[src/rtl/kat_adc_pkg.sv]
// Shared QDR readback types and the 36->32 word unpack.
// Parity option: KAT_ADC_READBACK_PARITY_CHECK_EN.
package kat_adc_pkg;

    localparam int QDR_WORD_W = 36;
    localparam int RB_WORD_W  = 32;

    typedef enum logic [1:0] {
        ST_IDLE,
        ST_ISSUE,
        ST_DRAIN
    } rb_state_e;

    // Each 9-bit lane carries one pad bit on top of a data byte.
    function automatic logic [RB_WORD_W-1:0] qdr_unpack(
        input logic [QDR_WORD_W-1:0] w
    );
        return {w[34:27], w[25:18], w[16:9], w[7:0]};
    endfunction

    function automatic logic qdr_pad_set(input logic [QDR_WORD_W-1:0] w);
        return w[35] | w[26] | w[17] | w[8];
    endfunction

endpackage

[src/rtl/kat_adc_rb_fifo.sv]
// First-word fall-through FIFO for readback samples.
// Exposes its fill count for credit accounting upstream.
module kat_adc_rb_fifo
    import kat_adc_pkg::*;
#(
    parameter int FIFO_DEPTH = 16
) (
    input  logic                        clk,
    input  logic                        rst,
    input  logic                        push,
    input  logic [RB_WORD_W-1:0]        wdata,
    input  logic                        pop,
    output logic [RB_WORD_W-1:0]        rdata,
    output logic                        valid,
    output logic [$clog2(FIFO_DEPTH):0] count
);

    localparam int AW = $clog2(FIFO_DEPTH);
    localparam int CW = AW + 1;

    logic [RB_WORD_W-1:0] mem [FIFO_DEPTH];
    logic [AW-1:0]        wr_ptr;
    logic [AW-1:0]        rd_ptr;
    logic                 full;
    logic                 do_push;
    logic                 do_pop;

    assign valid   = (count != '0);
    assign full    = (count == CW'(FIFO_DEPTH));
    assign do_pop  = pop & valid;
    assign do_push = push & (~full | do_pop);
    assign rdata   = valid ? mem[rd_ptr] : '0;

    always_ff @(posedge clk) begin
        if (do_push) begin
            mem[wr_ptr] <= wdata;
        end
    end

    always_ff @(posedge clk or negedge rst) begin
        if (!rst) begin
            wr_ptr <= '0;
            rd_ptr <= '0;
            count  <= '0;
        end else begin
            if (do_push) begin
                wr_ptr <= wr_ptr + AW'(1);
            end
            if (do_pop) begin
                rd_ptr <= rd_ptr + AW'(1);
            end
            unique case ({do_push, do_pop})
                2'b10:   count <= count + CW'(1);
                2'b01:   count <= count - CW'(1);
                default: count <= count;
            endcase
        end
    end

endmodule

[src/rtl/kat_adc_readback.sv]
// QDR snapshot readback into a credit-limited 32-bit word FIFO.
// Option: KAT_ADC_READBACK_PARITY_CHECK_EN counts nonzero pad bits.
module kat_adc_readback
    import kat_adc_pkg::*;
#(
    parameter int QDR_SIZE   = 12,
    parameter int FIFO_DEPTH = 16
) (
    input  logic                  clk,
    input  logic                  rst,
    input  logic                  start,
    input  logic                  abort,
    input  logic [QDR_SIZE-1:0]   start_addr,
    input  logic [QDR_SIZE-1:0]   length,
    input  logic                  qdr_phy_ready,
    input  logic                  qdr_cal_fail,
    input  logic                  qdr_ack,
    input  logic [QDR_WORD_W-1:0] qdr_din,
    output logic [31:0]           qdr_address,
    output logic                  qdr_rd_en,
    output logic                  qdr_wr_en,
    output logic [3:0]            qdr_be,
    output logic [RB_WORD_W-1:0]  rb_data,
    output logic                  rb_valid,
    input  logic                  rb_pop,
    output logic [31:0]           status
);

    localparam int CW = $clog2(FIFO_DEPTH) + 1;
    localparam int RW = QDR_SIZE + 1;

    rb_state_e state;
    rb_state_e state_nx;

    logic                 start_q;
    logic                 start_qq;
    logic                 start_rise;
    logic [QDR_SIZE-1:0]  addr;
    logic [RW-1:0]        remaining;
    logic [CW-1:0]        outstanding;
    logic [CW-1:0]        fifo_count;
    logic [CW:0]          inflight;
    logic                 pipe_vld;
    logic [RB_WORD_W-1:0] pipe_data;
    logic                 busy;
    logic                 done;
    logic                 err;
    logic [15:0]          par_cnt;
    logic                 ack_ok;
    logic                 ack_bad;
    logic                 credit;
    logic                 issue;
    logic                 launch;
    logic                 launch_fail;
    logic                 finish;

    assign qdr_wr_en  = 1'b0;
    assign qdr_be     = 4'b1111;
    assign start_rise = start_q & ~start_qq;
    assign ack_ok     = qdr_ack & (outstanding != '0);
    assign ack_bad    = qdr_ack & (outstanding == '0);

    // The ack pipeline register holds a word that is neither
    // outstanding nor queued yet, so it must consume credit too.
    assign inflight = (CW+1)'(fifo_count) + (CW+1)'(outstanding)
                    + (CW+1)'(pipe_vld);
    assign credit   = inflight < (CW+1)'(FIFO_DEPTH);

    assign status = {par_cnt, 12'b0, err, done, busy, rb_valid};

    always_comb begin
        state_nx    = state;
        issue       = 1'b0;
        launch      = 1'b0;
        launch_fail = 1'b0;
        finish      = 1'b0;
        unique case (state)
            ST_IDLE: begin
                if (start_rise) begin
                    if (qdr_phy_ready && !qdr_cal_fail) begin
                        launch   = 1'b1;
                        state_nx = ST_ISSUE;
                    end else begin
                        launch_fail = 1'b1;
                    end
                end
            end
            ST_ISSUE: begin
                if (abort) begin
                    state_nx = ST_DRAIN;
                end else if (credit) begin
                    issue = 1'b1;
                    if (remaining == RW'(1)) begin
                        state_nx = ST_DRAIN;
                    end
                end
            end
            ST_DRAIN: begin
                if (outstanding == '0 && !pipe_vld) begin
                    finish   = 1'b1;
                    state_nx = ST_IDLE;
                end
            end
            default: state_nx = ST_IDLE;
        endcase
    end

    always_ff @(posedge clk or negedge rst) begin
        if (!rst) begin
            state    <= ST_IDLE;
            start_q  <= 1'b0;
            start_qq <= 1'b0;
        end else begin
            state    <= state_nx;
            start_q  <= start;
            start_qq <= start_q;
        end
    end

    always_ff @(posedge clk or negedge rst) begin
        if (!rst) begin
            addr        <= '0;
            remaining   <= '0;
            qdr_rd_en   <= 1'b0;
            qdr_address <= '0;
            busy        <= 1'b0;
            done        <= 1'b0;
            err         <= 1'b0;
        end else begin
            qdr_rd_en <= issue;
            if (launch) begin
                addr      <= start_addr;
                remaining <= (length == '0) ? {1'b1, {QDR_SIZE{1'b0}}}
                                            : {1'b0, length};
                busy      <= 1'b1;
                done      <= 1'b0;
                err       <= 1'b0;
            end
            if (issue) begin
                qdr_address <= {{(32-QDR_SIZE){1'b0}}, addr};
                addr        <= addr + QDR_SIZE'(1);
                remaining   <= remaining - RW'(1);
            end
            if (finish) begin
                busy <= 1'b0;
                done <= 1'b1;
            end
            if (launch_fail || ack_bad) begin
                err <= 1'b1;
            end
        end
    end

    always_ff @(posedge clk or negedge rst) begin
        if (!rst) begin
            outstanding <= '0;
            pipe_vld    <= 1'b0;
            pipe_data   <= '0;
        end else begin
            unique case ({issue, ack_ok})
                2'b10:   outstanding <= outstanding + CW'(1);
                2'b01:   outstanding <= outstanding - CW'(1);
                default: outstanding <= outstanding;
            endcase
            pipe_vld <= ack_ok;
            if (ack_ok) begin
                pipe_data <= qdr_unpack(qdr_din);
            end
        end
    end

`ifdef KAT_ADC_READBACK_PARITY_CHECK_EN
    always_ff @(posedge clk or negedge rst) begin
        if (!rst) begin
            par_cnt <= '0;
        end else if (launch) begin
            par_cnt <= '0;
        end else if (ack_ok && qdr_pad_set(qdr_din) && par_cnt != 16'hFFFF) begin
            par_cnt <= par_cnt + 16'd1;
        end
    end
`else
    logic pad_unused;
    assign pad_unused = qdr_pad_set(qdr_din);
    assign par_cnt    = '0;
`endif

    kat_adc_rb_fifo #(
        .FIFO_DEPTH(FIFO_DEPTH)
    ) u_fifo (
        .clk   (clk),
        .rst   (rst),
        .push  (pipe_vld),
        .wdata (pipe_data),
        .pop   (rb_pop),
        .rdata (rb_data),
        .valid (rb_valid),
        .count (fifo_count)
    );

endmodule

[config.mk]
export PLATFORM = sky130hd
export DESIGN_NAME = kat_adc_readback
export DESIGN_NICKNAME = d
export VERILOG_FILES = /design/src/rtl/kat_adc_pkg.sv /design/src/rtl/kat_adc_rb_fifo.sv /design/src/rtl/kat_adc_readback.sv
export SDC_FILE = /design/constraint.sdc
export NUM_CORES = 1
export LEC_CHECK = 0
export CAP_MARGIN = 20
export CELL_PAD_IN_SITES_DETAIL_PLACEMENT = 1
export CELL_PAD_IN_SITES_GLOBAL_PLACEMENT = 1
export CORE_MARGIN = 2
export CORE_UTILIZATION = 45
export CTS_CLUSTER_SIZE = 10
export DETAILED_ROUTE_END_ITERATION = 12
export PLACE_DENSITY = 0.8
export SETUP_SLACK_MARGIN = 0.15
export SKIP_LAST_GASP = 1
export SYNTH_ARGS = -nofsm -noshare
export SYNTH_HDL_FRONTEND = slang
export SYNTH_SLANG_ARGS = --single-unit
export TNS_END_PERCENT = 10
[constraint.sdc]
create_clock -name clk -period 4.6 [get_ports clk]
set_clock_uncertainty 0.2 [all_clocks]
set_input_delay 0.92 -clock clk [delete_from_list [all_inputs] [get_ports clk]]
set_output_delay 0.92 -clock clk [all_outputs]
set_load 0.01 [all_outputs]
### Word-level counts from Yosys, hierarchy flattened

Memories as Yosys holds them, arrays and structs flattened.
Cells that the tools add are included.

* bits in registers: 96
* RAM bits: 512
* input port bits: 68
* output and inout port bits: 103
* logic and storage cells: 98
* memories: 1

Memory list
* u_fifo.mem: depth 16, bits a word 32, rd ports 1, clocked after Yosys merged registers in 0, write ports 1, line kat_adc_rb_fifo.sv:21 `logic [RB_WORD_W-1:0] mem [FIFO_DEPTH];`

* add/subtract/negate cells: 10
* order comparisons: 1
* equality and inequality tests: 13
* multiplexer cells: 33
* bitwise operators: 8
* reduce and logical (&&, ||, !) cells: 16

Operators with widths (count)
* two-way mux 13 bit: 3
* two-way mux 32 bit: 1
* two-way mux 12 bit: 2
* one-hot mux 5 bit (2 select lines): 2
* two-way mux 1 bit: 18
* == test 13 x 1 -> 1 bit (second input constant): 1
* subtractor 13 x 1 -> 13 bit (second input constant): 1
* adder 12 x 1 -> 12 bit (second input constant): 1
* logical NOT 12 bit: 1
* two-way mux 2 bit: 6
* adder 5 x 1 -> 5 bit (second input constant): 2
* nonzero test 2 bit: 5
* nonzero test 5 bit: 2
* subtractor 5 x 1 -> 5 bit (second input constant): 2
* adder 4 x 1 -> 4 bit (second input constant): 2
* adder 5 x 5 -> 6 bit: 1
* adder 6 x 1 -> 6 bit: 1
* == test 2 x 1 -> 1 bit (second input constant): 3
* == test 2 bit (second input constant): 3
* < comparator 6 x 5 -> 1 bit (second input constant): 1
* inequality test 2 bit (second input constant): 3
* inequality test 3 bit (second input constant): 2
* one-hot mux 2 bit (3 select lines): 1
* bitwise AND 1 bit: 5
* 9 further kinds: 12

### Logic depth before layout (Yosys ltp)

Gate-level depths: netlist of the first run.

* depth after elaboration: 8
* mapped depth: 16

### Hierarchy

From an unflattened synthesis of the first run, not the netlist that was laid out.

* cell total of the unflattened synthesis: 1362
* area total of the unflattened synthesis: 24750.0 um2

By module, submodules not included
* kat_adc_rb_fifo: instances 1, cells an instance 946, area an instance 20427.1 um2
* kat_adc_readback: instances 1, cells an instance 416, area an instance 4322.9 um2

### Worst setup path before layout of the first run

Ideal clock, no wire load.

* path type: input-to-reg
* start point: input abort
* end point: register outstanding[4]
* setup time: 0.079 ns
* arrival time: 3.510 ns
* setup slack: 0.811 ns
* stages: 15
* path buffers: 3
* path through: or3b_1 nand2b_4 nor2_4 inv_2 buf_2 buf_2 ha_1 clkbuf_1 xor2_1 ha_1 nor2b_1 a22oi_1 o32a_1 nor2_1 xor2_1

* cells in the longest elaborated chain, start to end: 4
* elaborated cells between the ends (all ways): 6
* those cells by class: eq/ne: 2; mux: 3; reduce/logical: 1

RTL lines
* start, declared: line kat_adc_readback.sv:12 `input logic abort,`
* two-way mux 1 bit (*): line kat_adc_readback.sv:89 `if (abort) begin`
* two-way mux 1 bit (*): line kat_adc_readback.sv:77 `unique case (state)`
* == test 2 x 1 -> 1 bit / == test 2 bit (equally long branches): line kat_adc_readback.sv:160 `unique case ({issue, ack_ok})`
* one-hot mux 5 bit (2 select lines) / nonzero test 2 bit (equally long branches)
* end signal, assigned: line kat_adc_readback.sv:161 `2'b10: outstanding <= outstanding + CW'(1);`
* end signal, assigned: line kat_adc_readback.sv:162 `2'b01: outstanding <= outstanding - CW'(1);`
* end signal, assigned: line kat_adc_readback.sv:163 `default: outstanding <= outstanding;`
* end, declared: line kat_adc_readback.sv:40 `logic [CW-1:0] outstanding;`

Every way passes the cells marked *; elsewhere a longest branch is shown, timed or not.
A chain may end at the register's enable or synchronous reset.

### Worst setup path in the final report of the first run

* start point: register u_fifo.count[1]
* end point: output rb_data[30]

* cells in the longest elaborated chain, start to end: 2

RTL lines
* start, declared: line kat_adc_rb_fifo.sv:15 `output logic [$clog2(FIFO_DEPTH):0] count`
* start signal, assigned: line kat_adc_rb_fifo.sv:53 `2'b10: count <= count + CW'(1);`
* start signal, assigned: line kat_adc_rb_fifo.sv:54 `2'b01: count <= count - CW'(1);`
* start signal, assigned: line kat_adc_rb_fifo.sv:55 `default: count <= count;`
* nonzero test 5 bit: line kat_adc_rb_fifo.sv:28 `assign valid = (count != '0);`
* two-way mux 32 bit: line kat_adc_rb_fifo.sv:32 `assign rdata = valid ? mem[rd_ptr] : '0;`
* end, declared: line kat_adc_readback.sv:23 `output logic [RB_WORD_W-1:0] rb_data,`

No other way between the ends.

==> results of run 1 <==
-- metal layers --
metal,vias to the layer above,share of wire [%],track usage [%]
met5,-,0,0
met4,0,2.2,6.59
met3,95,5.4,4.05
met2,453,52,36.8
met1,6854,41,27.4
li1,5405,-,-
-- power breakdown --
group / internal (mW) / leakage [nW] / switching [mW]
Sequential: 7.00 / 5.78 / 0.800
Clock: 3.06 / 1.02 / 2.18
Combinational: 2.76 / 3.04 / 2.76
Total: 12.8 / 9.84 / 5.74
-- flip-flops by register name, summed over array words and instances (netlist names) --
register,flops
state,2
outstanding,5
addr,12
qdr_address,12
start_q,1
qdr_rd_en,1
u_fifo.mem,512
u_fifo.wr_ptr,4
start_qq,1
u_fifo.count,5
remaining,13
err,1
busy,1
done,1
u_fifo.rd_ptr,4
pipe_vld,1
pipe_data,32
-- cell families after synthesis --
logic type      synth area share, %
buf+inv                        3.14
fa+ha+maj                      1.05
compound gates                 3.25
flops                          72.4
xor+xnor                      0.535
mux                            16.0
simple gates                   3.57
other cells                  0.0306
-- final cells by class --
type,instances,share of cell area [%]
Timing Repair Buffer,153,5.83
Clock inverter,7,0.400
Multi-Input combinational cell,596,21.6
Inverter,18,0.235
Sequential cell,608,61.8
Clock buffer,124,7.05
Tap cell,696,3.03
-- stage by stage --
stage	instances	utilization, %	power, mW	setup slack, ns	area, sq um
finish	2202	53.4	18.6	0.163	28800
global placement	2070	49.3	13.1	0.689	26600
global route	2202	53.4	19.3	0.0342	28800
CTS	2202	53.4	18.7	0.146	28800
detailed placement	2070	49.3	13.4	0.646	26600
floorplan	1337	-	11.1	0.811	24700
-- worst max-delay path, delay by kind of cell (launching register included) --
| kind | cells | cell delay, ns |
|---|---|---|
| buf+inv | 3 | 1.07 |
| flops | 1 | 0.42 |
| compound gates | 1 | 0.21 |
| simple gates | 3 | 1.02 |
-- what timing repair did --
| item | CTS | global route |
|---|---|---|
| endpoints found under the setup margin | 20 | 19 |
| gates cloned | 0 | 0 |
| hold endpoints to repair | 0 | 0 |
| buffers inserted | 1 | 0 |
| resized for setup | 1 | 1 |
-- worst max path at each step --
stage / startpoint / end / slack [ns] / depth (start not counted)
after global placement: abort / outstanding[4] / 0.69 / 13
after global routing: u_fifo.count[1] / rb_data[6] / 0.03 / 7
after CTS: u_fifo.count[1] / rb_data[30] / 0.15 / 7
final: u_fifo.count[1] / rb_data[30] / 0.16 / 7
after floorplan: abort / outstanding[4] / 0.81 / 15
after detailed placement: abort / outstanding[4] / 0.65 / 13
-- placed cells by master, fill, tap and decap left out, types with 4 or more instances in the layout --
cell type        synthesis  final
a21oi_1                 12     12
a221o_1                  4      4
a31oi_1                  6      6
and2_2                   0     16
and3_1                   5      5
buf_12                   0     18
buf_4                   61     22
clkbuf_1                24     50
clkbuf_16                0     73
clkdlybuf4s50_1          0    111
conb_1                   2     53
dfrtp_1                 96     93
edfxtp_1               512    512
ha_1                    19     19
inv_1                   17     17
mux2_2                  36     36
mux2i_1                 65     65
mux4_2                 128    128
nand2_1                 47     47
nand2b_1                 9      8
nand3_1                 14     14
nand4_1                  5      5
nor2_1                  21     21
nor2b_1                  7      7
nor3_1                   6      6
nor4_1                   7      7
o211ai_1                11     11
o21a_1                   5      5
o21ai_0                 15     15
o22ai_1                 35     35
o311ai_0                 4      4
or3_1                    4      4
or4_1                    5      5
xnor2_1                  9      9
xor2_1                   6      6
==> flow_summary.toml, run 1 <==
[critical_path]
crit_chain = "or4_1, nor2_1, inv_1, nand2b_4, buf_4, o22ai_1, clkdlybuf4s50_1"
ff2ff_setup_slack_ns = 1.15
r2r-start = "u_fifo.count[1]"
critPathLaunchType = "flop"
crit_required_ns = 3.48
slowest_stage = "or4_1"
rr_worst_depth = 12
cp_max_fo = 12
regToRegEndpoint = "u_fifo.count[4]"
cp_data_arrival_time_ns = 3.32
criticalPathCategory = "flop to output port"
cpPeakStageDelay_ns = 0.60
critPathCaptureType = "output port"

[global_route]
grt_pass1_wl_mm = 88.6
grt_start_max_net_pins = 58
track_usage_pct = 21.3
grt_overflow = 0
grt_pass1_vias = 14000
antenna_found_initial = 0

[sta]
period_share_pct = 96.5
rsz0062_at_grt = "yes"
worst_slew_pin_slew_ns = 0.960
hold_viol_final = 0
drv_slew = 0
slew_headroom_pct = 36.0
setup_viol = 0
finalSetupTns_ns = 0
min_period_ns = 4.44
worst_hold_slack_ns = 0.174
clock.fmax_mhz = 225

[yosys]
synth_common_cells = "512 x edfxtp_1, 128 x mux4_2, 96 x dfrtp_1, 65 x mux2i_1, 61 x buf_4"
synth.area.top_cells = "edfxtp_1 63%, mux4_2 12%, dfrtp_1 9.8%"
synth.most_common_cell = "edfxtp_1"
synth_top_area_cell = "edfxtp_1"
async_reset_ff_share_pct = 15.8
synth-edff-count = 512
syn_area_sq_um = 24600
synth_ff_type = "edfxtp_1"
synth_cell_types = 61
syn_avg_cell_area_sq_um = 19.1
ys_seq_area_share_pct = 72.4
synth-seq-cells = 608
yosysWarnings = 0
yosys.area.top_type_share_pct = 62.6
netlist_instances = 1286

[final_layout]
fin_nets = 1536
antenna_cells = 0
filler_cell_count = 4858
syn2layout_area_growth_pct = 17.2
seq_area_sq_um = 17800
multi_input_area_sq_um = 6230
drive_gt1_share_pct = 21.2

[clock_network]
numCtsBuffers = 71
cts_buffer_depth = 3
cts_tree = "yes"
htreeDepth = 3
clk_pin_slew_ns = 0.06
clock_sinks = 608
clk_latency_ns = 0.60
clockRootBuffer = "clkbuf_16"
holdBufCountCts = 0

[die]
dieArea_sq_um = 56500
die_h_um = 238
core_sq_um = 53900
pin_count = 171
die_w_um = 238
start_util_pct = 45.5
num_rows = 85

[placed_design]
hpwl_mm = 32.9
portBuffers = 113
place.gp.congestion = 0.752

[min_path]
min_from = "start_q"
holdPathEnd = "start_qq"
hp-class = "flop to flop"
hold_depth = 0

[job]
drv_cap = 0

[drt]
wl_per_cell_um = 26.9
viasPerCell = 5.82
drc = 0
detail_route.first_pass.iterations = 5
drt_wl_total_mm = 59.3
ant_nets = 0
drt-initial-drc-count = 934
vias = 12800

[pwr]
ir_worst_vdd_mv = 0.313
power_per_cell_area_nw_per_um2 = 645
p_leak_nw = 9.84

[run_status]
status = "complete, no violations"
(Power assumes the default switching activity.)
==> inputs of run 2 (changes only) <==
ABC_AREA = 1   (was unset)
CORE_UTILIZATION = 40   (was 45)
PLACE_DENSITY = 0.78   (was 0.8)
clock period = 4.45 ns   (was 4.6 ns; I/O delays follow)
==> run 2 against run 1 <==
  * Worst hold slack better by 0.0015 ns
  * Clock power is 3% higher
  * Combinational power rose by 32%
  * Global-route usage is 1.5 points higher
  * Flip-flop and latch count is the same
  * Setup slack worse by 0.062 ns
  * Via count increased by 40%
  * Largest cell class unchanged
  * Highest routed layer is now met5
==> flow_summary.toml, run 2 <==
[drt]
viasPerCell = 5.50
drc = 0
vias = 17900
detail_route.first_pass.iterations = 7
ant_nets = 0
wl_per_cell_um = 23.3
drt-initial-drc-count = 1651
drt_wl_total_mm = 75.9

[pwr]
p_int_mw = 12.9
switchingPower_mw = 7.74
ir_worst_vdd_mv = 0.414
clkPwrFrac_pct = 26.2
sequentialPowerShare_pct = 38.7
pwr-share-comb_pct = 35.2
swShare_pct = 37.5
power_per_cell_area_nw_per_um2 = 689
p_leak_nw = 11.1
totalPowerFinal_mw = 20.7

[critical_path]
criticalPathCategory = "flop to output port"
crit_required_ns = 3.36
critPathLaunchType = "flop"
cpPeakStageDelay_ns = 0.63
crit_chain = "buf_12, nor2_1, nor2_1, o21ai_0, o211ai_1, nand3_1, a21oi_1, clkdlybuf4s50_1"
cp_data_arrival_time_ns = 3.26
path_buf_inv = 2
cp_top_family = "buffers and inverters"
critPathCaptureType = "output port"
slowest_stage = "clkdlybuf4s50_1"
cp_common_cell = "nor2_1"
r2r-start = "outstanding[0]"
cp_max_fo = 107
critPathLaunch = "u_fifo.rd_ptr[0]"

[final_layout]
drive_gt1_share_pct = 7.14
syn2layout_area_growth_pct = 16.9
largest_reg_flops = 512
antenna_cells = 0
regMostFlops = "u_fifo.mem"
final_area_sq_um = 30000
fin_nets = 2439
reg_top3 = "u_fifo.mem: 512 flops, pipe_data: 32 flops, remaining: 13 flops"
final_cell_mix = "512 x edfxtp_1, 478 x nand2_1, 275 x nor2_1, 164 x o21ai_0, 139 x nand3_1"
finalNonFillerCells = 3254
final_common_cell = "edfxtp_1"

[global_route]
antenna_found_initial = 3
grt_overflow = 0
grt_pass1_vias = 19400
track_usage_pct = 22.8
grt_start_max_net_pins = 131
grt_pass1_wl_mm = 115

[die]
die_w_um = 257
dieArea_sq_um = 66100
pin_count = 171
start_util_pct = 40.5
num_rows = 92
die_h_um = 257
core_sq_um = 63200

[yosys]
synth_common_cells = "512 x edfxtp_1, 479 x nand2_1, 291 x nor2_1, 164 x o21ai_0, 139 x nand3_1"
syn_area_sq_um = 25600
ys_seq_area_share_pct = 69.4
synth_ff_type = "edfxtp_1"
synth_top_area_cell = "edfxtp_1"
syn_avg_cell_area_sq_um = 11.5
synth.most_common_cell = "edfxtp_1"
synth_cell_types = 34
netlist_instances = 2237
async_reset_ff_share_pct = 15.8
yosysWarnings = 0
synth.area.top_cells = "edfxtp_1 60%, dfrtp_1 9.4%, nand2_1 7.0%"
yosys.area.top_type_share_pct = 60.0
synth-edff-count = 512
synth-seq-cells = 608

[sta]
min_period_ns = 4.35
period_share_pct = 97.7
rsz0062_at_grt = "yes"
slew_headroom_pct = 38.6
clock.fmax_mhz = 230
setup_viol = 0
drv_slew = 0
finalSetupTns_ns = 0
worst_slew_pin_slew_ns = 0.919
hold_viol_final = 0

[clock_network]
clk_pin_slew_ns = 0.06
numCtsBuffers = 71
clock_sinks = 608
cts_tree = "yes"
clk_latency_ns = 0.60
clockRootBuffer = "clkbuf_16"
cts_buffer_depth = 3
htreeDepth = 3

[placed_design]
portBuffers = 113
hpwl_mm = 42.2
place.gp.congestion = 0.774
dp_cells = 3118
dpl_cell_area_sq_um = 27700

[min_path]
hp-class = "flop to flop"
min_from = "start_q"

[run_status]
status = "complete, no violations"

[job]
drv_cap = 0
run 2: cell types whose count changed after synthesis, moves of 30 or more:
cell / delta
mux4_2: -128
inv_1: +46
nand2_1: +432
mux2_2: -36
a21oi_1: +88
o21ai_0: +149
o22ai_1: -35
o31ai_1: +32
mux2i_1: -65
o221ai_1: +30
nand3_1: +125
nor2_1: +270
clkbuf_1: +33
run 2: kinds of logic after synthesis:
kind of cell	synth area share, %
simple gates	14.7
flops	69.4
compound gates	8.83
buf+inv	5.09
xor+xnor	0.957
fa+ha+maj	1.01
other cells	0.0293
run 2: worst paths after layout:
kind / to / slack [ns] / cells after the start
setup / recovery: rb_data[20] / 0.10 / 8
hold / removal: start_qq / 0.18 / 0
setup reg to reg: outstanding[4] / 1.04 / 16
hold reg to reg: start_qq / 0.18 / 0
max in group asynchronous: u_fifo.rd_ptr[0] / 2.98 / 3
min in group asynchronous: qdr_address[0] / 0.46 / 2
run 2: metal layers:
layer	global-route usage (%)	vias to the layer above	share of wire [%]
met5	0	-	0.046
met4	10.4	6	3.4
met3	4.35	167	6.7
met2	40.0	623	52
met1	27.2	9112	38
li1	-	7976	-
run 2: stage by stage:
| stage | hold WS [ns] | utilization [%] | setup slack (ns) |
|---|---|---|---|
| finish | 0.176 | 47.4 | 0.101 |
| global route | 0.203 | 47.4 | 0.0578 |
| CTS | 0.181 | 47.3 | 0.0956 |
| detailed placement | 0.175 | 43.9 | 0.601 |
| global placement | 0.160 | 43.9 | 0.727 |
| floorplan | 0.154 | - | 1.13 |
run 2: cell type report:
class                           count  area [sq um]
Tap cell                          846          1060
Clock inverter                      3          33.8
Timing Repair Buffer              172          1890
Multi-Input combinational cell   1431          6860
Fill cell                        6581         33200
Clock buffer                      127          2070
Sequential cell                   608         17800
Inverter                           67           264
run 2: power groups by stage:
| stage | Clock [mW] | Combinational [mW] | Sequential, mW |
|---|---|---|---|
| finish | 5.40 | 7.27 | 7.98 |
| floorplan | 0 | 4.33 | 7.83 |
| global route | 5.68 | 7.96 | 8.08 |
| detailed placement | 0 | 7.10 | 8.07 |
| CTS | 5.47 | 7.25 | 7.98 |
| global placement | 0 | 6.71 | 7.96 |
run 2: timing repair:
item                                    CTS  global route
hold endpoints to repair                  0             4
endpoints found under the setup margin   24            21
buffers inserted                          3             0
gates cloned                              0             1
gates resized for setup                   6             8
hold buffers                              0             1
==> inputs of run 3 (changes only) <==
CORE_ASPECT_RATIO = 1.5   (was unset)
SKIP_LAST_GASP = unset   (was 1)
==> run 3 against run 2 <==
  * Register-to-register slack better by 0.02 ns
  * Flip-flop and latch count unchanged
  * Fmax up 1.9%
  * Clock power about the same
  * Sequential share of layout area up 0.075 points
  * Cell count down 1.6%
  * Setup slack better by 0.080 ns
  * Critical path type unchanged
  * Critical endpoint is now rb_data[25]
  * Largest power group unchanged
==> flow_summary.toml, run 3 (synthesized netlist as in run 2, its figures left out) <==
[final_layout]
syn2layout_area_growth_pct = 16.8
largest_reg_flops = 512
fin_nets = 2432
final_cell_mix = "512 x edfxtp_1, 478 x nand2_1, 275 x nor2_1, 164 x o21ai_0, 139 x nand3_1"
reg_top3 = "u_fifo.mem: 512 flops, pipe_data: 32 flops, remaining: 13 flops"
final_common_cell = "edfxtp_1"
antenna_cells = 0
regMostFlops = "u_fifo.mem"
drive_gt1_share_pct = 7.05

[drt]
drc = 0
vias = 17800
ant_nets = 0
drt_wl_total_mm = 73.6
detail_route.first_pass.iterations = 5
drt-initial-drc-count = 1224
wl_per_cell_um = 23.0
viasPerCell = 5.55

[critical_path]
criticalPathCategory = "flop to output port"
ff2ff_setup_slack_ns = 1.06
cp_max_fo = 39
r2r-start = "outstanding[0]"
critPathLaunchType = "flop"
rr_worst_depth = 16
regToRegEndpoint = "outstanding[4]"
crit_required_ns = 3.36
critPathCaptureType = "output port"
cp_data_arrival_time_ns = 3.18

[sta]
rsz0062_at_grt = "yes"
worst_hold_slack_ns = 0.0709
period_share_pct = 95.9
slew_headroom_pct = 51.6
hold_viol_final = 0
min_period_ns = 4.27
worst_slew_pin_slew_ns = 0.727
clock.fmax_mhz = 234
drv_slew = 0
finalSetupTns_ns = 0
worst_slack_ns = 0.181
setup_viol = 0

[die]
die_h_um = 314
num_rows = 113
pin_count = 171
core_sq_um = 63300
dieArea_sq_um = 66100
die_w_um = 211
start_util_pct = 40.5

[global_route]
grt.busiest_layer = "met2"
grt_start_max_net_pins = 114
grt_overflow = 0
grt_pass1_wl_mm = 111
track_usage_pct = 22.2
antenna_found_initial = 0
grt_pass1_vias = 19400
met1_usage_pct = 25.5
use_met3_pct = 3.44
grt_use_met2_pct = 40.6

[clock_network]
clk_pin_slew_ns = 0.06
clock_sinks = 608
clockRootBuffer = "clkbuf_16"
htreeDepth = 3
clk_latency_ns = 0.61
cts_buffer_depth = 3
numCtsBuffers = 72
cts_tree = "yes"

[pwr]
swShare_pct = 37.4
p_int_mw = 12.9
power_per_cell_area_nw_per_um2 = 689
ir_worst_vdd_mv = 0.434
p_leak_nw = 11.1
clkPwrFrac_pct = 26.2
sequentialPowerShare_pct = 38.6
totalPowerFinal_mw = 20.6
pwr-share-comb_pct = 35.2
switchingPower_mw = 7.71

[run_status]
status = "complete, no violations"

[placed_design]
portBuffers = 113
place.gp.congestion = 0.766
pre_cts_ws_ns = 0.684
hpwl_mm = 41.1

[min_path]
hp-class = "input port to asynchronous set/reset pin"

[job]
drv_cap = 0
[run 3: timing repair]
item	CTS	global route
resized for setup	3	6
hold buffers	0	0
endpoints found under the setup margin	8	29
gates cloned	0	2
buffers inserted	0	2
[run 3: cell type report]
cell class	instances	area (sq um)
inverter	67	262
sequential	608	17800
clock buffer	119	2020
tap	805	1010
timing repair buffer	164	1890
multi-input combinational	1431	6860
fill	6678	33400
clock inverter	8	98.8
[run 3: metal layers]
metal	up-vias	part of all wire (%)	wire (um)
met4	0	3.8	2790
li1	7951	-	-
met2	635	53	39000
met3	176	5.5	4060
met5	-	0	0
met1	9008	38	27700
[run 3: power by group through the flow]
stage	combinational [mW]	clock, mW	sequential, mW
after floorplan	4.33	0	7.83
after global placement	6.72	0	7.95
after detailed placement	7.10	0	8.05
after CTS	7.20	5.48	7.95
after global routing	7.97	5.69	8.06
final	7.27	5.40	7.97
[run 3: critical path, stage by stage (launching register included)]
cell	delay (ns)
dfrtp_4	0.53
inv_6	0.13
buf_12	0.24
buf_4	0.23
nand2_1	0.07
nand3_1	0.07
nand2_1	0.08
a21oi_1	0.18
o31ai_1	0.14
a21oi_2	0.27
clkdlybuf4s50_1	0.58
[run 3: per-stage QoR]
stage / utilization, % / cells / area (sq um)
2_1_floorplan: - / 2288 / 25800
3_3_place_gp: 43.7 / 3071 / 27700
3_5_place_dp: 43.7 / 3071 / 27700
4_1_cts: 47.1 / 3198 / 29800
5_1_grt: 47.2 / 3202 / 29900
6_report: 47.2 / 3202 / 29900
[run 3: worst max path at each step]
| stage | start | to | slack, ns | cells after the start |
|---|---|---|---|---|
| 2_1_floorplan | rb_pop | u_fifo.mem[0][0] | 1.13 | 6 |
| 3_3_place_gp | abort | outstanding[4] | 0.77 | 10 |
| 3_5_place_dp | abort | outstanding[4] | 0.68 | 11 |
| 4_1_cts | u_fifo.rd_ptr[0] | rb_data[15] | 0.11 | 10 |
| 5_1_grt | u_fifo.rd_ptr[0] | rb_data[13] | 0.02 | 10 |
| 6_report | u_fifo.rd_ptr[0] | rb_data[25] | 0.18 | 10 |
